--- src/rtl/mem_test_seq_if.sv ---
// Memory/pattern bus between the test sequencer and its memory + pattern mux.
//   master (sequencer): drives sel_o, mem_we_o, mem_addr_o, mem_wdata_o;
//                       receives pattern_i, mem_rdata_i.
//   slave  (memory/mux): the reverse.
interface mem_test_seq_if #(
  parameter int unsigned DATA_WIDTH = 32,
  parameter int unsigned ADDR_WIDTH = 8
);
  logic [2:0]            sel_o;
  logic [DATA_WIDTH-1:0] pattern_i;
  logic                  mem_we_o;
  logic [ADDR_WIDTH-1:0] mem_addr_o;
  logic [DATA_WIDTH-1:0] mem_wdata_o;
  logic [DATA_WIDTH-1:0] mem_rdata_i;

  modport master (
    output sel_o, mem_we_o, mem_addr_o, mem_wdata_o,
    input  pattern_i, mem_rdata_i
  );

  modport slave (
    input  sel_o, mem_we_o, mem_addr_o, mem_wdata_o,
    output pattern_i, mem_rdata_i
  );
endinterface

--- src/rtl/mem_test_seq.sv ---
// Memory test sequencer: for each of 8 mux patterns, writes pattern^addr to
// every word, reads it back and compares, then reports error statistics.
// Ports:
//   clk_i, rst_i        clock, asynchronous active-high reset
//   start_i             one-cycle run request (honoured in IDLE/DONE only)
//   bus (master)        pattern select, pattern in, memory write/read bus
//   busy_o, done_o      run in progress / run complete (held)
//   pass_o              done with zero miscompares
//   err_count_o         saturating miscompare count
//   first_err_*_o       address/sel of first miscompare, plus valid flag
module mem_test_seq #(
  parameter int unsigned DATA_WIDTH = 32,
  parameter int unsigned ADDR_WIDTH = 8
) (
  input  logic                  clk_i,
  input  logic                  rst_i,
  input  logic                  start_i,
  mem_test_seq_if.master        bus,
  output logic                  busy_o,
  output logic                  done_o,
  output logic                  pass_o,
  output logic [15:0]           err_count_o,
  output logic [ADDR_WIDTH-1:0] first_err_addr_o,
  output logic [2:0]            first_err_sel_o,
  output logic                  first_err_valid_o
);

  localparam logic [ADDR_WIDTH-1:0] LAST_ADDR = '1;
  localparam logic [2:0]            LAST_SEL  = 3'd7;
  localparam logic [15:0]           ERR_MAX   = 16'hFFFF;

  typedef enum logic [2:0] {
    S_IDLE,
    S_WRITE,
    S_READ,
    S_DRAIN,
    S_DONE
  } state_e;

  state_e                state_q, state_d;
  logic [2:0]            sel_q, sel_d;
  logic [ADDR_WIDTH-1:0] addr_q, addr_d;
  logic                  rd_valid_q, rd_valid_d;
  logic [ADDR_WIDTH-1:0] rd_addr_q, rd_addr_d;
  logic [15:0]           err_q, err_d;
  logic [ADDR_WIDTH-1:0] ferr_addr_q, ferr_addr_d;
  logic [2:0]            ferr_sel_q, ferr_sel_d;
  logic                  ferr_valid_q, ferr_valid_d;
  logic                  busy_q, busy_d;
  logic                  done_q, done_d;
  logic                  pass_q, pass_d;
  logic                  miscompare;

  // Read data belongs to the address registered last cycle; sel is stable
  // across the whole pass, so pattern_i is still the right reference.
  assign miscompare = rd_valid_q &&
                      (bus.mem_rdata_i != (bus.pattern_i ^ DATA_WIDTH'(rd_addr_q)));

  // State register
  always_ff @(posedge clk_i or posedge rst_i) begin
    if (rst_i) begin
      state_q      <= S_IDLE;
      sel_q        <= '0;
      addr_q       <= '0;
      rd_valid_q   <= 1'b0;
      rd_addr_q    <= '0;
      err_q        <= '0;
      ferr_addr_q  <= '0;
      ferr_sel_q   <= '0;
      ferr_valid_q <= 1'b0;
      busy_q       <= 1'b0;
      done_q       <= 1'b0;
      pass_q       <= 1'b0;
    end else begin
      state_q      <= state_d;
      sel_q        <= sel_d;
      addr_q       <= addr_d;
      rd_valid_q   <= rd_valid_d;
      rd_addr_q    <= rd_addr_d;
      err_q        <= err_d;
      ferr_addr_q  <= ferr_addr_d;
      ferr_sel_q   <= ferr_sel_d;
      ferr_valid_q <= ferr_valid_d;
      busy_q       <= busy_d;
      done_q       <= done_d;
      pass_q       <= pass_d;
    end
  end

  // Next-state, compare and status logic
  always_comb begin
    state_d      = state_q;
    sel_d        = sel_q;
    addr_d       = addr_q;
    rd_valid_d   = 1'b0;
    rd_addr_d    = addr_q;
    err_d        = err_q;
    ferr_addr_d  = ferr_addr_q;
    ferr_sel_d   = ferr_sel_q;
    ferr_valid_d = ferr_valid_q;

    if (miscompare) begin
      if (err_q != ERR_MAX) begin
        err_d = err_q + 16'd1;
      end
      if (!ferr_valid_q) begin
        ferr_addr_d  = rd_addr_q;
        ferr_sel_d   = sel_q;
        ferr_valid_d = 1'b1;
      end
    end

    unique case (state_q)
      S_IDLE, S_DONE: begin
        if (start_i) begin
          state_d      = S_WRITE;
          sel_d        = '0;
          addr_d       = '0;
          err_d        = '0;
          ferr_addr_d  = '0;
          ferr_sel_d   = '0;
          ferr_valid_d = 1'b0;
        end
      end
      S_WRITE: begin
        addr_d = addr_q + ADDR_WIDTH'(1);
        if (addr_q == LAST_ADDR) begin
          state_d = S_READ;
        end
      end
      S_READ: begin
        rd_valid_d = 1'b1;
        addr_d     = addr_q + ADDR_WIDTH'(1);
        if (addr_q == LAST_ADDR) begin
          state_d = S_DRAIN;
        end
      end
      S_DRAIN: begin
        if (sel_q == LAST_SEL) begin
          state_d = S_DONE;
        end else begin
          sel_d   = sel_q + 3'd1;
          state_d = S_WRITE;
        end
      end
      default: state_d = S_IDLE;
    endcase

    busy_d = (state_d == S_WRITE) || (state_d == S_READ) || (state_d == S_DRAIN);
    done_d = (state_d == S_DONE);
    pass_d = done_d && (err_d == 16'd0);
  end

  // Memory bus is decoded from registered state so it follows the current
  // pattern_i, which the mux returns combinationally for sel_o.
  assign bus.sel_o       = sel_q;
  assign bus.mem_we_o    = (state_q == S_WRITE);
  assign bus.mem_addr_o  = ((state_q == S_WRITE) || (state_q == S_READ)) ? addr_q : '0;
  assign bus.mem_wdata_o = (state_q == S_WRITE) ?
                           (bus.pattern_i ^ DATA_WIDTH'(addr_q)) : '0;

  assign busy_o            = busy_q;
  assign done_o            = done_q;
  assign pass_o            = pass_q;
  assign err_count_o       = err_q;
  assign first_err_addr_o  = ferr_addr_q;
  assign first_err_sel_o   = ferr_sel_q;
  assign first_err_valid_o = ferr_valid_q;

endmodule

--- src/flat_wrapper.sv ---
// flat-port wrapper written by rule: the top's interface ports become plain ports
module mem_test_seq_flat 
#(
  parameter int unsigned DATA_WIDTH = 32,
  parameter int unsigned ADDR_WIDTH = 8
)
  (clk_i, rst_i, start_i, busy_o, done_o, pass_o, err_count_o, first_err_addr_o, first_err_sel_o, first_err_valid_o, bus_sel_o, bus_mem_we_o, bus_mem_addr_o, bus_mem_wdata_o, bus_pattern_i, bus_mem_rdata_i);
  mem_test_seq_if #(.DATA_WIDTH(DATA_WIDTH), .ADDR_WIDTH(ADDR_WIDTH)) bus_i ();
  input  logic clk_i;
  input  logic rst_i;
  input  logic start_i;
  output logic busy_o;
  output logic done_o;
  output logic pass_o;
  output logic [15:0] err_count_o;
  output logic [ADDR_WIDTH-1:0] first_err_addr_o;
  output logic [2:0] first_err_sel_o;
  output logic first_err_valid_o;
  output wire logic [$bits(bus_i.sel_o)-1:0] bus_sel_o;
  output wire logic [$bits(bus_i.mem_we_o)-1:0] bus_mem_we_o;
  output wire logic [$bits(bus_i.mem_addr_o)-1:0] bus_mem_addr_o;
  output wire logic [$bits(bus_i.mem_wdata_o)-1:0] bus_mem_wdata_o;
  input wire logic [$bits(bus_i.pattern_i)-1:0] bus_pattern_i;
  input wire logic [$bits(bus_i.mem_rdata_i)-1:0] bus_mem_rdata_i;
  assign bus_sel_o = bus_i.sel_o;
  assign bus_mem_we_o = bus_i.mem_we_o;
  assign bus_mem_addr_o = bus_i.mem_addr_o;
  assign bus_mem_wdata_o = bus_i.mem_wdata_o;
  assign bus_i.pattern_i = bus_pattern_i;
  assign bus_i.mem_rdata_i = bus_mem_rdata_i;
  mem_test_seq #(.DATA_WIDTH(DATA_WIDTH), .ADDR_WIDTH(ADDR_WIDTH)) u_core (.clk_i(clk_i), .rst_i(rst_i), .start_i(start_i), .bus(bus_i), .busy_o(busy_o), .done_o(done_o), .pass_o(pass_o), .err_count_o(err_count_o), .first_err_addr_o(first_err_addr_o), .first_err_sel_o(first_err_sel_o), .first_err_valid_o(first_err_valid_o));
endmodule
--- config.mk ---
export PLATFORM = sky130hd
export DESIGN_NAME = mem_test_seq_flat
export DESIGN_NICKNAME = d
export VERILOG_FILES = /design/src/rtl/mem_test_seq_if.sv /design/src/rtl/mem_test_seq.sv /design/src/flat_wrapper.sv
export SDC_FILE = /design/constraint.sdc
export NUM_CORES = 1
export LEC_CHECK = 0
export BUFFER_PORTS_ARGS = -buffer_cell sky130_fd_sc_hd__buf_4
export CAP_MARGIN = 20
export CORE_MARGIN = 3
export CORE_UTILIZATION = 35
export CTS_CLUSTER_SIZE = 14
export DETAILED_ROUTE_END_ITERATION = 10
export PLACE_DENSITY_LB_ADDON = 0.15
export SYNTH_ARGS = -nofsm -noshare
export SYNTH_HDL_FRONTEND = slang
export SYNTH_SLANG_ARGS = --single-unit
--- constraint.sdc ---
create_clock -name clk_i -period 2.1 [get_ports clk_i]
set_input_delay 0.315 -clock clk_i [delete_from_list [all_inputs] [get_ports clk_i]]
set_output_delay 0.315 -clock clk_i [all_outputs]
set_load 0.01 [all_outputs]
==> results of run 1 <==
==> metrics by stage <==
stage,setup slack [ns],hold WS [ns],area [µm²],cells
after floorplan,-0.0749,0.352,3410,357
after global placement,-0.413,0.382,5100,681
after detailed placement,-0.504,0.393,5100,681
after CTS,-0.263,0.0368,5260,691
after global routing,-0.395,0.0443,5310,693
final,-0.258,0.0196,5310,693
==> final cells by class <==
type	count	area [µm²]	area share
clock buffer	6	82.6	0.0155
clock inverter	2	17.5	0.00330
inverter	6	22.5	0.00424
multi-input combinational	282	2030	0.381
sequential	54	1350	0.255
tap	129	161	0.0304
timing repair buffer	214	1650	0.311
==> synth_stat cells, types with 2 or more instances <==
| master | count | area, µm² |
|---|---|---|
| sky130_fd_sc_hd__a21oi_1 | 4 | 20.0 |
| sky130_fd_sc_hd__a221oi_2 | 2 | 30.0 |
| sky130_fd_sc_hd__a31o_1 | 2 | 17.5 |
| sky130_fd_sc_hd__a31oi_1 | 7 | 43.8 |
| sky130_fd_sc_hd__a41o_1 | 2 | 20.0 |
| sky130_fd_sc_hd__and2_1 | 35 | 219 |
| sky130_fd_sc_hd__and3_1 | 7 | 43.8 |
| sky130_fd_sc_hd__buf_2 | 4 | 20.0 |
| sky130_fd_sc_hd__clkbuf_1 | 9 | 33.8 |
| sky130_fd_sc_hd__dfrtp_1 | 54 | 1350 |
| sky130_fd_sc_hd__ha_1 | 4 | 50.1 |
| sky130_fd_sc_hd__inv_1 | 6 | 22.5 |
| sky130_fd_sc_hd__mux2i_1 | 15 | 150 |
| sky130_fd_sc_hd__nand2_1 | 29 | 109 |
| sky130_fd_sc_hd__nand3_1 | 9 | 45.0 |
| sky130_fd_sc_hd__nand4_1 | 15 | 93.8 |
| sky130_fd_sc_hd__nor2_1 | 50 | 188 |
| sky130_fd_sc_hd__nor3_1 | 7 | 35.0 |
| sky130_fd_sc_hd__nor4_1 | 3 | 18.8 |
| sky130_fd_sc_hd__nor4_2 | 2 | 25.0 |
| sky130_fd_sc_hd__o21ai_0 | 11 | 55.1 |
| sky130_fd_sc_hd__o41ai_1 | 2 | 17.5 |
| sky130_fd_sc_hd__or2_2 | 2 | 12.5 |
| sky130_fd_sc_hd__or3_1 | 2 | 12.5 |
| sky130_fd_sc_hd__xnor2_1 | 42 | 368 |
| sky130_fd_sc_hd__xnor3_1 | 6 | 135 |
| sky130_fd_sc_hd__xor2_1 | 6 | 52.6 |
==> per-layer routing <==
metal,global-route usage,share of wire
met1,0.242,0.41
met2,0.348,0.53
met3,0.0329,0.043
met4,0.0484,0.0097
met5,0,0
==> cell usage in the layout, fill, tap and decap left out, types with 3 or more instances in the layout <==
| master | n |
|---|---|
| sky130_fd_sc_hd__buf_4 | 207 |
| sky130_fd_sc_hd__nand2_1 | 26 |
| sky130_fd_sc_hd__xnor2_1 | 41 |
| sky130_fd_sc_hd__and3_1 | 7 |
| sky130_fd_sc_hd__inv_1 | 5 |
| sky130_fd_sc_hd__and2_1 | 35 |
| sky130_fd_sc_hd__nand4_1 | 15 |
| sky130_fd_sc_hd__nor4_2 | 4 |
| sky130_fd_sc_hd__o21ai_0 | 11 |
| sky130_fd_sc_hd__nor2_1 | 49 |
| sky130_fd_sc_hd__xor2_1 | 6 |
| sky130_fd_sc_hd__clkbuf_8 | 6 |
| sky130_fd_sc_hd__buf_6 | 5 |
| sky130_fd_sc_hd__a21oi_1 | 4 |
| sky130_fd_sc_hd__nand3_1 | 9 |
| sky130_fd_sc_hd__mux2i_1 | 14 |
| sky130_fd_sc_hd__ha_1 | 3 |
| sky130_fd_sc_hd__nor3_1 | 6 |
| sky130_fd_sc_hd__nand2_2 | 3 |
| sky130_fd_sc_hd__xnor3_1 | 6 |
| sky130_fd_sc_hd__a31oi_1 | 6 |
| sky130_fd_sc_hd__dfrtp_1 | 52 |
==> worst register-to-register path: stages, from the launching register on <==
cell and delay [ns]:
sky130_fd_sc_hd__dfrtp_1 0.41, sky130_fd_sc_hd__xnor3_1 0.27, sky130_fd_sc_hd__nand4_1 0.22, sky130_fd_sc_hd__nor4_4 0.24
sky130_fd_sc_hd__buf_4 0.16, sky130_fd_sc_hd__a31oi_2 0.08, sky130_fd_sc_hd__mux2i_1 0.24, sky130_fd_sc_hd__o311ai_2 0.17
sky130_fd_sc_hd__nor4_2 0.28, sky130_fd_sc_hd__and4b_1 0.23
==> cells by family after synthesis <==
logic type / count (synthesis)
compound gates: 36
xor+xnor: 55
fa+ha+maj: 4
buf+inv: 21
flops: 54
mux: 16
simple gates: 171
==> power by group through the flow <==
stage / Clock (mW) / Combinational, mW / Sequential [mW]
detailed placement: 0 / 1.05 / 1.35
global route: 0.712 / 1.15 / 1.35
global placement: 0 / 1.03 / 1.35
CTS: 0.663 / 1.07 / 1.33
finish: 0.643 / 1.06 / 1.33
floorplan: 0 / 0.590 / 1.28
==> timing repair <==
action | in CTS | in global routing
resized for setup | 8 | 10
pin swaps | 5 | 5
setup buffers | 3 | 3
endpoints found under the hold margin | 0 | 0
setup endpoints to repair | 21 | 32
==> registers in the layout, indices dropped and copies added, names as in the netlist <==
| register | flops |
|---|---|
| u_core.addr_q | 8 |
| u_core.bus.sel_o | 3 |
| u_core.busy_o | 1 |
| u_core.done_o | 1 |
| u_core.err_count_o | 16 |
| u_core.first_err_addr_o | 8 |
| u_core.first_err_sel_o | 3 |
| u_core.first_err_valid_o | 1 |
| u_core.pass_o | 1 |
| u_core.rd_addr_q | 8 |
| u_core.rd_valid_q | 1 |
| u_core.state_q | 3 |
==> path summary, 6_finish.rpt <==
| check | endpoint | slack, ns | depth (start not counted) |
|---|---|---|---|
| setup reg to reg | u_core.pass_o | -0.26 | 9 |
| hold / removal | u_core.first_err_addr_o[7] | 0.02 | 2 |
| max in group asynchronous | u_core.err_count_o[0] | 1.51 | 3 |
| min in group clk_i | u_core.done_o | 0.24 | 2 |
| hold reg to reg | u_core.rd_addr_q[5] | 0.52 | 0 |
| setup / recovery | u_core.pass_o | -0.26 | 9 |
==> summary.txt, run 1 <==
Critical path
  • Series of cell instances along the critical path: xnor3_1 > nand4_1 > nor4_4 > buf_4 > a31oi_2 > mux2i_1 > o311ai_2 > nor4_2 > and4b_1
  • Slowest cell on crit path: sky130_fd_sc_hd__dfrtp_1
  • Kind of critical path: flip-flop to flip-flop
  • Maximum single-stage delay on the critical path: 0.41 ns
  • Count of buffer and inverter cells on the critical path: 1
  • Startpoint class of the critical path: flip-flop
  • Reg2reg start: u_core.rd_addr_q[3]
  • Required @ worst endpoint: 2.35 ns
  • Launching instance or port of the critical path: u_core.rd_addr_q[3]
  • Arr. time, crit path: 2.61 ns
  • Maximum fanout count along the critical path: 2
  • Endpoint kind of the worst setup timing path: flip-flop
  • Family with the most delay on the worst path: simple AND/OR/NAND/NOR gates

Pwr
  • Power share of the sequential group: 0.438
  • P_leak: 2.57 nW
  • Sw Share: 0.329
  • Power consumption: 3.03 mW
  • Comb power frac: 0.350
  • Net switching power figure: 996 µW
  • Internal portion of total power: 2.03 mW
  • Portion of total power attributed to the clock network: 0.212
  • Power per Cell Area: 570 mW/mm²
  • Worst VDD drop: 0.491 mV

Drt
  • DRC violation count after routing: 0
  • Wire length after detailed routing: 10,700 µm
  • Residual antenna-violating net count after detailed routing: 0
  • Total via count in the routed design: 3,376
  • Router iterations before antenna repair: 4
  • Final routed wire length divided by cell count: 15.5 µm
  • Vias per std cell: 4.87
  • DRC violation total after the first TritonRoute iteration: 107

Die
  • Die span in y: 104 µm
  • Die Area: 0.0109 mm²
  • Core region area: 0.00933 mm²
  • Die Span X: 104 µm
  • Initial Utilization: 0.363
  • Top-Level Pins: 142
  • Std cell rows: 35

Cells and area
  • Share of post-route cells with drive strength above 1: 0.447
  • Finished Core Util: 0.570
  • Area growth from synthesis to final layout: 57.0%
  • Antenna fix cells: 0
  • Final-layout fill cell count: 848
  • Total Nets Final: 634

Clocking
  • Clock sink total: 54
  • CTS tree: done
  • Number of clock buffers inserted by TritonCTS: 5
  • Max H-tree Level: 2
  • Clock-pin slew on the worst setup and hold paths: 0.11 ns
  • Root buffer cell: sky130_fd_sc_hd__clkbuf_8
  • Clock insertion delay at the later pin of the skew report: 0.32 ns
  • Total of hold buffers inserted after clock tree synthesis: 0
  • Max clock buf depth: 2

Logic synthesis
  • Arithmetic-cell share of the synthesized area counting full adders, half adders and majority gates: 0.0148
  • Synthesized flop and latch total: 54
  • Netlist cell types: 47
  • Synthesized Nets: 428
  • Syn avg cell area: 9.48 µm²
  • Simple-gate share of the synthesized area: 0.265
  • Synth Instances: 357
  • Complex-gate fraction of the synthesized area: 0.0747
  • Main flop type after synthesis: sky130_fd_sc_hd__dfrtp_1
  • Count of flip-flops with a built-in enable after synthesis: 0
  • Post-synthesis sequential area ratio: 0.399
  • Xor and xnor area share after synthesis: 0.169
  • Share of synthesized flip-flops with an asynchronous set or reset: 1.00
  • Total of warnings raised by yosys: 0
  • Multiplexer share of the synthesized area: 0.0488
  • Area of the mapped netlist: 0.00338 mm²
  • Main combinational cell family by area after synthesis: simple AND/OR/NAND/NOR gates

Timing
  • Largest clock skew in the final design: 0.0107 ns
  • Maximum operating frequency: 0.424 GHz
  • Fin worst setup slack: -0.258 ns
  • Unrepaired setup endpoints after global routing: true
  • Fin. max-slew vios: 0
  • Final number of hold-violating endpoints: 0
  • Accumulated negative setup slack: -2.33 ns
  • Final critical path time including I/O delays and setup: 2.36 ns
  • Tightest slew margin relative to the limit: 0.657
  • Fin crit share: 1.12
  • Measured slew at the worst slew-check pin: 0.514 ns
  • Total setup violations reported at the end of the flow: 20

Run status
  • Violated checks: negative setup slack
  • Outcome: finished, violations left

Place
  • HPWL after detailed placement: 8420 µm
  • Buffers on Ports: 141
  • Final weighted congestion of routability-driven global placement: 0.846

Global routing
  • Total gr overflow: 0
  • Via count of the first global-routing pass: 3,495
  • Antenna violations before repair: 0
  • First-pass GRT wire length: 17,300 µm
  • Maximum number of pins on one net before global-route repair: 33
  • Overall Global Routing Usage: 0.195

Flow run
  • MaxCap Viol Count: 0

Worst hold path
  • Hold crit path type: input pin to asynchronous set/reset pin
(Power assumes the default switching activity.)
==> run 2, diff against run 1 <==
CORE_UTILIZATION = 44   (was 35)
==> run 2 against run 1 <==
The run still ends with negative setup slack left. Sequential share of layout area fell by 0.53 points. Sequential cell count did not move. Fmax up 1.3%. Critical path type unchanged. Critical endpoint unchanged. Largest cell class unchanged.
==> summary.txt, run 2 (synthesized netlist as in run 1, its figures left out) <==
Run status
  • Outcome: finished, violations left (unchanged)
  • Violated checks: negative setup slack (unchanged)

Timing
  • Total setup violations reported at the end of the flow: 1 (was 20)
  • Final number of hold-violating endpoints: 0 (unchanged)
  • Fin. max-slew vios: 0 (unchanged)
  • Maximum operating frequency: 0.430 GHz (was 0.424 GHz)
  • Fin crit share: 1.11 (was 1.12)
  • Fin worst setup slack: -0.228 ns (was -0.258 ns)
  • Accumulated negative setup slack: -0.228 ns (was -2.33 ns)
  • Final critical path time including I/O delays and setup: 2.33 ns (was 2.36 ns)
  • Post-route worst hold slack: 0.216 ns (was 0.0196 ns)
  • Measured slew at the worst slew-check pin: 0.571 ns (was 0.514 ns)
  • Unrepaired setup endpoints after global routing: true (unchanged)
  • Tightest slew margin relative to the limit: 0.615 (was 0.657)
  • Largest clock skew in the final design: 0.0108 ns (was 0.0107 ns)

Clocking
  • CTS tree: done (unchanged)
  • Clock insertion delay at the later pin of the skew report: 0.32 ns (about the same)
  • Clock sink total: 54 (unchanged)
  • Clock-pin slew on the worst setup and hold paths: 0.09 ns (was 0.11 ns)
  • Root buffer cell: sky130_fd_sc_hd__clkbuf_8 (unchanged)
  • Number of clock buffers inserted by TritonCTS: 5 (unchanged)
  • Max H-tree Level: 2 (unchanged)
  • Max clock buf depth: 2 (unchanged)

Cells and area
  • Antenna fix cells: 0 (unchanged)
  • Non-filler cells in the finished layout: 676 (was 693)
  • Total Nets Final: 648 (was 634)
  • Largest register FFs: 16 (unchanged)
  • Area growth from synthesis to final layout: 60.5% (was 57.0%)
  • Most used cells in the layout excluding fill and tap cells: sky130_fd_sc_hd__buf_4 (220), sky130_fd_sc_hd__dfrtp_1 (51), sky130_fd_sc_hd__nor2_1 (48) (was sky130_fd_sc_hd__buf_4 (207), sky130_fd_sc_hd__dfrtp_1 (52), sky130_fd_sc_hd__nor2_1 (49))
  • Share of post-route cells with drive strength above 1: 0.477 (was 0.447)
  • Leading cell type in the layout, fill and taps excluded: sky130_fd_sc_hd__buf_4 (unchanged)

Die
  • Die Span X: 93.7 µm (was 104 µm)
  • Die Area: 0.00878 mm² (was 0.0109 mm²)
  • Top-Level Pins: 142 (unchanged)
  • Std cell rows: 31 (was 35)
  • Core region area: 0.00737 mm² (was 0.00933 mm²)
  • Die span in y: 93.7 µm (was 104 µm)
  • Initial Utilization: 0.459 (was 0.363)

Critical path
  • Register-to-Register Path Depth: 8 (was 9)
  • Endpoint kind of the worst setup timing path: flip-flop (unchanged)
  • Required @ worst endpoint: 2.35 ns (about the same)
  • Worst reg2reg setup slack: -0.23 ns (was -0.26 ns)
  • Maximum fanout count along the critical path: 5 (was 2)
  • Startpoint class of the critical path: flip-flop (unchanged)
  • Kind of critical path: flip-flop to flip-flop (unchanged)
  • Arr. time, crit path: 2.57 ns (was 2.61 ns)
  • Destination of the worst register-to-register timing path: u_core.pass_o (unchanged)
  • Reg2reg start: u_core.rd_addr_q[4] (was u_core.rd_addr_q[3])

Pwr
  • Power per Cell Area: 551 mW/mm² (was 570 mW/mm²)
  • Power consumption: 2.99 mW (was 3.03 mW)
  • Worst VDD drop: 0.560 mV (was 0.491 mV)
  • P_leak: 2.69 nW (was 2.57 nW)

Global routing
  • Total gr overflow: 0 (unchanged)
  • Overall Global Routing Usage: 0.234 (was 0.195)
  • Via count of the first global-routing pass: 3,314 (was 3,495)
  • Antenna violations before repair: 0 (unchanged)
  • First-pass GRT wire length: 16,200 µm (was 17,300 µm)
  • Maximum number of pins on one net before global-route repair: 27 (was 33)

Drt
  • Router iterations before antenna repair: 5 (was 4)
  • Detailed route wirelength on metal2: 5500 µm (was 5730 µm)
  • Vias per std cell: 5.10 (was 4.87)
  • Met3 WL post-DR: 511 µm (was 463 µm)
  • Wire length after detailed routing: 10,500 µm (was 10,700 µm)
  • DRC violation total after the first TritonRoute iteration: 127 (was 107)
  • DRC violation count after routing: 0 (unchanged)
  • Residual antenna-violating net count after detailed routing: 0 (unchanged)
  • Final routed wire length divided by cell count: 15.5 µm (about the same)
  • Top sig layer: met4 (unchanged)
  • Length of routed wiring on met1: 4300 µm (was 4430 µm)
  • Total via count in the routed design: 3,450 (was 3,376)

Place
  • HPWL after detailed placement: 8060 µm (was 8420 µm)
  • Buffers on Ports: 141 (unchanged)
  • Final weighted congestion of routability-driven global placement: 0.936 (was 0.846)
  • Cell total after placement: 654 (was 681)
  • Setup slack after placement: -0.526 ns (was -0.504 ns)

Worst hold path
  • Hold Path Origin: start_i
  • Hold crit path type: input pin to flip-flop (was input pin to asynchronous set/reset pin)
  • Hold-critical path depth: 2
  • Endpoint, Worst Hold: u_core.done_o

Flow run
  • MaxCap Viol Count: 0 (unchanged)
==> run 2: cell types whose count changed in the layout (fill, tap and decap cells not counted), moves of 2 or more <==
cell and delta:
sky130_fd_sc_hd__clkinv_4 -2, sky130_fd_sc_hd__buf_4 +13, sky130_fd_sc_hd__a31oi_4 +2, sky130_fd_sc_hd__a21oi_2 +2, sky130_fd_sc_hd__a21oi_1 -2
==> run 2: worst max-delay path: stages, from the launching register on <==
cell and delay, ns:
sky130_fd_sc_hd__dfrtp_1 0.41, sky130_fd_sc_hd__xnor3_1 0.21, sky130_fd_sc_hd__nand4_1 0.22, sky130_fd_sc_hd__nor4_4 0.24
sky130_fd_sc_hd__nand3_2 0.16, sky130_fd_sc_hd__and3_4 0.21, sky130_fd_sc_hd__mux2_4 0.30, sky130_fd_sc_hd__a221oi_2 0.25
sky130_fd_sc_hd__and4b_1 0.25
==> run 2: layout make-up <==
type	instances	area [µm²]
clock inverters	2	13.8
multi-input cells	282	2090
well taps	99	124
clock buffers	5	68.8
inverters	6	22.5
repair buffers	228	1750
flip-flops and latches	54	1360
fillers	587	1940
==> run 2: layer usage <==
layer / up-vias / global-route usage
met5: - / 0
met4: 0 / 0.0626
met3: 14 / 0.0329
met2: 95 / 0.401
met1: 1665 / 0.311
li1: 1676 / -
==> run 2: how the worst max path moves through the flow <==
stage	slack [ns]	start	to	depth (start not counted)
after global placement	-0.38	bus_pattern_i[4]	u_core.pass_o	10
after floorplan	-0.07	u_core.err_count_o[0]	u_core.pass_o	9
after detailed placement	-0.53	bus_pattern_i[4]	u_core.pass_o	11
after global routing	-0.37	u_core.err_count_o[0]	u_core.pass_o	9
final	-0.23	u_core.rd_addr_q[4]	u_core.pass_o	8
after CTS	-0.34	u_core.rd_addr_q[2]	u_core.pass_o	8
==> run 2: power by group <==
part | switching [mW] | leakage (nW) | total [mW] | internal, mW
logic | 0.479 | 1.92 | 1.10 | 0.617
registers | 0.151 | 0.721 | 1.31 | 1.16
clock network | 0.355 | 0.0444 | 0.587 | 0.232
==> run 2: per-stage QoR <==
stage / utilization / instance area [µm²]
after global placement: 0.688 / 5070
after detailed placement: 0.688 / 5070
after CTS: 0.712 / 5250
after global routing: 0.737 / 5430
after floorplan: - / 3410
final: 0.737 / 5430
==> run 2: what timing repair did <==
| item | in CTS | in global routing |
|---|---|---|
| endpoints found under the setup margin | 43 | 51 |
| resized for setup | 8 | 26 |
| hold buffers | 1 | 0 |
| endpoints found under the hold margin | 17 | 0 |
| buffers inserted | 8 | 10 |
| pin swaps | 13 | 22 |
==> run 3, diff against run 2 <==
CORE_UTILIZATION = 49   (was 44)
REMOVE_ABC_BUFFERS = 1   (was not set)
clock period = 2.42 ns   (was 2.1 ns; I/O delays follow)
==> run 3 against run 2 <==
The flow still finishes with violations (negative setup slack). Critical path depth did not move. Final area fell by 8.5%. Non-clock buffer count fell by 45. Sequential cell count did not move. Combinational power fell by 18%. Routed wire length fell by 2.7%. Cell count fell by 9.6%. Utilization rose by 2.4 points.
==> summary.txt, run 3 (synthesized netlist as in run 1, its figures left out) <==
Drt
  • DRC violation count after routing: 0 (unchanged)
  • Met3 WL post-DR: 569 µm (was 511 µm)
  • Total via count in the routed design: 3,329 (was 3,450)
  • Detailed route wirelength on metal2: 5330 µm (was 5500 µm)
  • Residual antenna-violating net count after detailed routing: 0 (unchanged)
  • Final routed wire length divided by cell count: 16.7 µm (was 15.5 µm)
  • DRC violation total after the first TritonRoute iteration: 221 (was 127)
  • Length of routed wiring on met1: 4100 µm (was 4300 µm)
  • Router iterations before antenna repair: 5 (unchanged)
  • Top sig layer: met4 (unchanged)
  • Wire length after detailed routing: 10,200 µm (was 10,500 µm)
  • Vias per std cell: 5.45 (was 5.10)

Die
  • Initial Utilization: 0.518 (was 0.459)
  • Die span in y: 89.1 µm (was 93.7 µm)
  • Die Area: 0.00794 mm² (was 0.00878 mm²)
  • Core region area: 0.00653 mm² (was 0.00737 mm²)
  • Top-Level Pins: 142 (unchanged)
  • Die Span X: 89.1 µm (was 93.7 µm)
  • Std cell rows: 29 (was 31)

Timing
  • Fin. max-slew vios: 0 (unchanged)
  • Total setup violations reported at the end of the flow: 1 (unchanged)
  • Largest clock skew in the final design: 0.00591 ns (was 0.0108 ns)
  • Measured slew at the worst slew-check pin: 0.535 ns (was 0.571 ns)
  • Final critical path time including I/O delays and setup: 2.42 ns (was 2.33 ns)
  • Fin crit share: 1.00 (was 1.11)
  • Unrepaired setup endpoints after global routing: true (unchanged)
  • Tightest slew margin relative to the limit: 0.643 (was 0.615)
  • Fin worst setup slack: -0.00165 ns (was -0.228 ns)
  • Maximum operating frequency: 0.413 GHz (was 0.430 GHz)
  • Final number of hold-violating endpoints: 0 (unchanged)

Clocking
  • Clock insertion delay at the later pin of the skew report: 0.31 ns (was 0.32 ns)
  • Clock sink total: 54 (unchanged)
  • Max clock buf depth: 2 (unchanged)
  • Root buffer cell: sky130_fd_sc_hd__clkbuf_8 (unchanged)
  • Number of clock buffers inserted by TritonCTS: 5 (unchanged)
  • Total of hold buffers inserted after clock tree synthesis: 0 (was 1)
  • Max H-tree Level: 2 (unchanged)
  • Clock-pin slew on the worst setup and hold paths: 0.10 ns (was 0.09 ns)
  • CTS tree: done (unchanged)

Run status
  • Outcome: finished, violations left (unchanged)
  • Violated checks: negative setup slack (unchanged)

Critical path
  • Launching instance or port of the critical path: u_core.rd_addr_q[6] (was u_core.rd_addr_q[4])
  • Series of cell instances along the critical path: xnor3_1 > nand4_1 > nor4_4 > nand3_2 > and3_4 > mux2_4 > a221oi_2 > and4b_1 (unchanged)
  • Worst reg2reg setup slack: -0.002 ns (was -0.23 ns)
  • Slowest cell on crit path: sky130_fd_sc_hd__dfrtp_1 (unchanged)
  • Startpoint class of the critical path: flip-flop (unchanged)
  • Reg2reg start: u_core.rd_addr_q[6] (was u_core.rd_addr_q[4])
  • Destination of the worst register-to-register timing path: u_core.pass_o (unchanged)
  • Critical path destination: u_core.pass_o (unchanged)
  • Maximum single-stage delay on the critical path: 0.41 ns (about the same)
  • Required @ worst endpoint: 2.67 ns (was 2.35 ns)
  • Register-to-Register Path Depth: 8 (unchanged)
  • Count of buffer and inverter cells on the critical path: 0 (unchanged)
  • Kind of critical path: flip-flop to flip-flop (unchanged)
  • Arr. time, crit path: 2.68 ns (was 2.57 ns)
  • Family with the most delay on the worst path: simple AND/OR/NAND/NOR gates (unchanged)
  • Endpoint kind of the worst setup timing path: flip-flop (unchanged)
  • Maximum fanout count along the critical path: 4 (was 5)
  • Critical path depth in cells: 8 (unchanged)

Global routing
  • Overall Global Routing Usage: 0.252 (was 0.234)
  • Total gr overflow: 0 (unchanged)
  • Antenna violations before repair: 0 (unchanged)
  • First-pass GRT wire length: 15,500 µm (was 16,200 µm)
  • Via count of the first global-routing pass: 3,234 (was 3,314)
  • Maximum number of pins on one net before global-route repair: 31 (was 27)

Place
  • HPWL after detailed placement: 7640 µm (was 8060 µm)
  • Setup slack after placement: -0.308 ns (was -0.526 ns)
  • Final weighted congestion of routability-driven global placement: 0.955 (was 0.936)
  • Cell total after placement: 597 (was 654)
  • Buffers on Ports: 141 (unchanged)

Pwr
  • P_leak: 2.44 nW (was 2.69 nW)
  • Power consumption: 2.71 mW (was 2.99 mW)
  • Internal portion of total power: 1.84 mW (was 2.00 mW)
  • Power per Cell Area: 545 mW/mm² (was 551 mW/mm²)
  • Sw Share: 0.320 (was 0.330)
  • Portion of total power attributed to the clock network: 0.241 (was 0.196)
  • Power share of the sequential group: 0.426 (was 0.437)
  • Net switching power figure: 866 µW (was 985 µW)
  • Worst VDD drop: 0.506 mV (was 0.560 mV)
  • Comb power frac: 0.333 (was 0.367)

Cells and area
  • Final-layout fill cell count: 475 (was 587)
  • Share of post-route cells with drive strength above 1: 0.395 (was 0.477)
  • Area occupied by registers: 0.00135 mm² (was 0.00136 mm²)
  • Area of the multi-input gates: 0.00196 mm² (was 0.00209 mm²)
  • Most used cells in the layout excluding fill and tap cells: sky130_fd_sc_hd__buf_4 (180), sky130_fd_sc_hd__dfrtp_1 (53), sky130_fd_sc_hd__nor2_1 (50) (was sky130_fd_sc_hd__buf_4 (220), sky130_fd_sc_hd__dfrtp_1 (51), sky130_fd_sc_hd__nor2_1 (48))
  • Antenna fix cells: 0 (unchanged)
  • Area growth from synthesis to final layout: 46.8% (was 60.5%)
  • Total Nets Final: 604 (was 648)
  • Non-filler cells in the finished layout: 611 (was 676)
  • Largest register FFs: 16 (unchanged)
  • Leading cell type in the layout, fill and taps excluded: sky130_fd_sc_hd__buf_4 (unchanged)

Worst hold path
  • Hold crit path type: input pin to asynchronous set/reset pin (was input pin to flip-flop)

Flow run
  • MaxCap Viol Count: 0 (unchanged)
[run 3: cell types whose count changed in the layout (fill, tap and decap cells not counted), sizes merged]
cell / before / now
clkinv: 1 / 0
bufinv: 0 / 1
clkbuf: 5 / 6
dlygate4sd3: 1 / 0
inv: 7 / 6
clkinvlp: 0 / 2
buf: 227 / 183
[run 3: power groups by stage]
stage / logic (mW) / clock network (mW) / registers, mW
6_report: 0.901 / 0.653 / 1.15
5_1_grt: 0.981 / 0.690 / 1.18
4_1_cts: 0.909 / 0.657 / 1.15
3_5_place_dp: 0.890 / 0 / 1.17
3_3_place_gp: 0.876 / 0 / 1.17
2_1_floorplan: 0.489 / 0 / 1.13
[run 3: layout make-up]
cell class / count / area share
Clock buffer: 6 / 0.0166
Inverter: 6 / 0.00529
Clock inverter: 2 / 0.00781
Sequential cell: 54 / 0.272
Tap cell: 77 / 0.0194
Multi-Input combinational cell: 282 / 0.395
Timing Repair Buffer: 183 / 0.282
Timing Repair inverter: 1 / 0.00151
[run 3: metal layers]
layer / global-route usage / up-vias
met5: 0 / -
met4: 0.0825 / 0
met3: 0.0313 / 18
met2: 0.443 / 146
met1: 0.322 / 1584
li1: - / 1581
[run 3: worst reg2reg max path, delay by kind of cell, from the launching register on]
family	cells	cell delay, ns
XOR/XNOR	1	0.22
AO/OA/AOI/OAI	1	0.24
AND/OR/NAND/NOR	5	1.20
flip-flops	1	0.41
multiplexers	1	0.30
[run 3: what timing repair did]
| item | 4_1_cts | 5_1_grt |
|---|---|---|
| buffers inserted | 0 | 5 |
| pin swaps | 2 | 10 |
| endpoints found under the setup margin | 1 | 27 |
| gates resized for setup | 2 | 7 |
| cloned | 0 | 1 |
[run 3: worst min path at each step]
stage                     start                     to  slack (ns)  depth (start not counted)
6_report                  rst_i  u_core.err_count_o[2]        0.09                          2
5_1_grt                   rst_i  u_core.err_count_o[2]        0.12                          2
4_1_cts                   rst_i  u_core.err_count_o[4]        0.10                          2
3_5_place_dp              rst_i  u_core.err_count_o[4]        0.45                          2
3_3_place_gp              rst_i  u_core.err_count_o[4]        0.44                          2
2_1_floorplan  u_core.addr_q[5]    u_core.rd_addr_q[5]        0.43                          0
[run 3: per-stage QoR]
stage | instance area (µm²) | setup TNS (ns) | hold WS [ns] | utilization
floorplan | 3310 | -0.0555 | 0.426 | -
global placement | 4770 | -0.250 | 0.438 | 0.730
detailed placement | 4770 | -1.51 | 0.446 | 0.730
CTS | 4900 | 0 | 0.105 | 0.750
global route | 4970 | -0.0961 | 0.121 | 0.761
finish | 4970 | -0.00165 | 0.0863 | 0.761
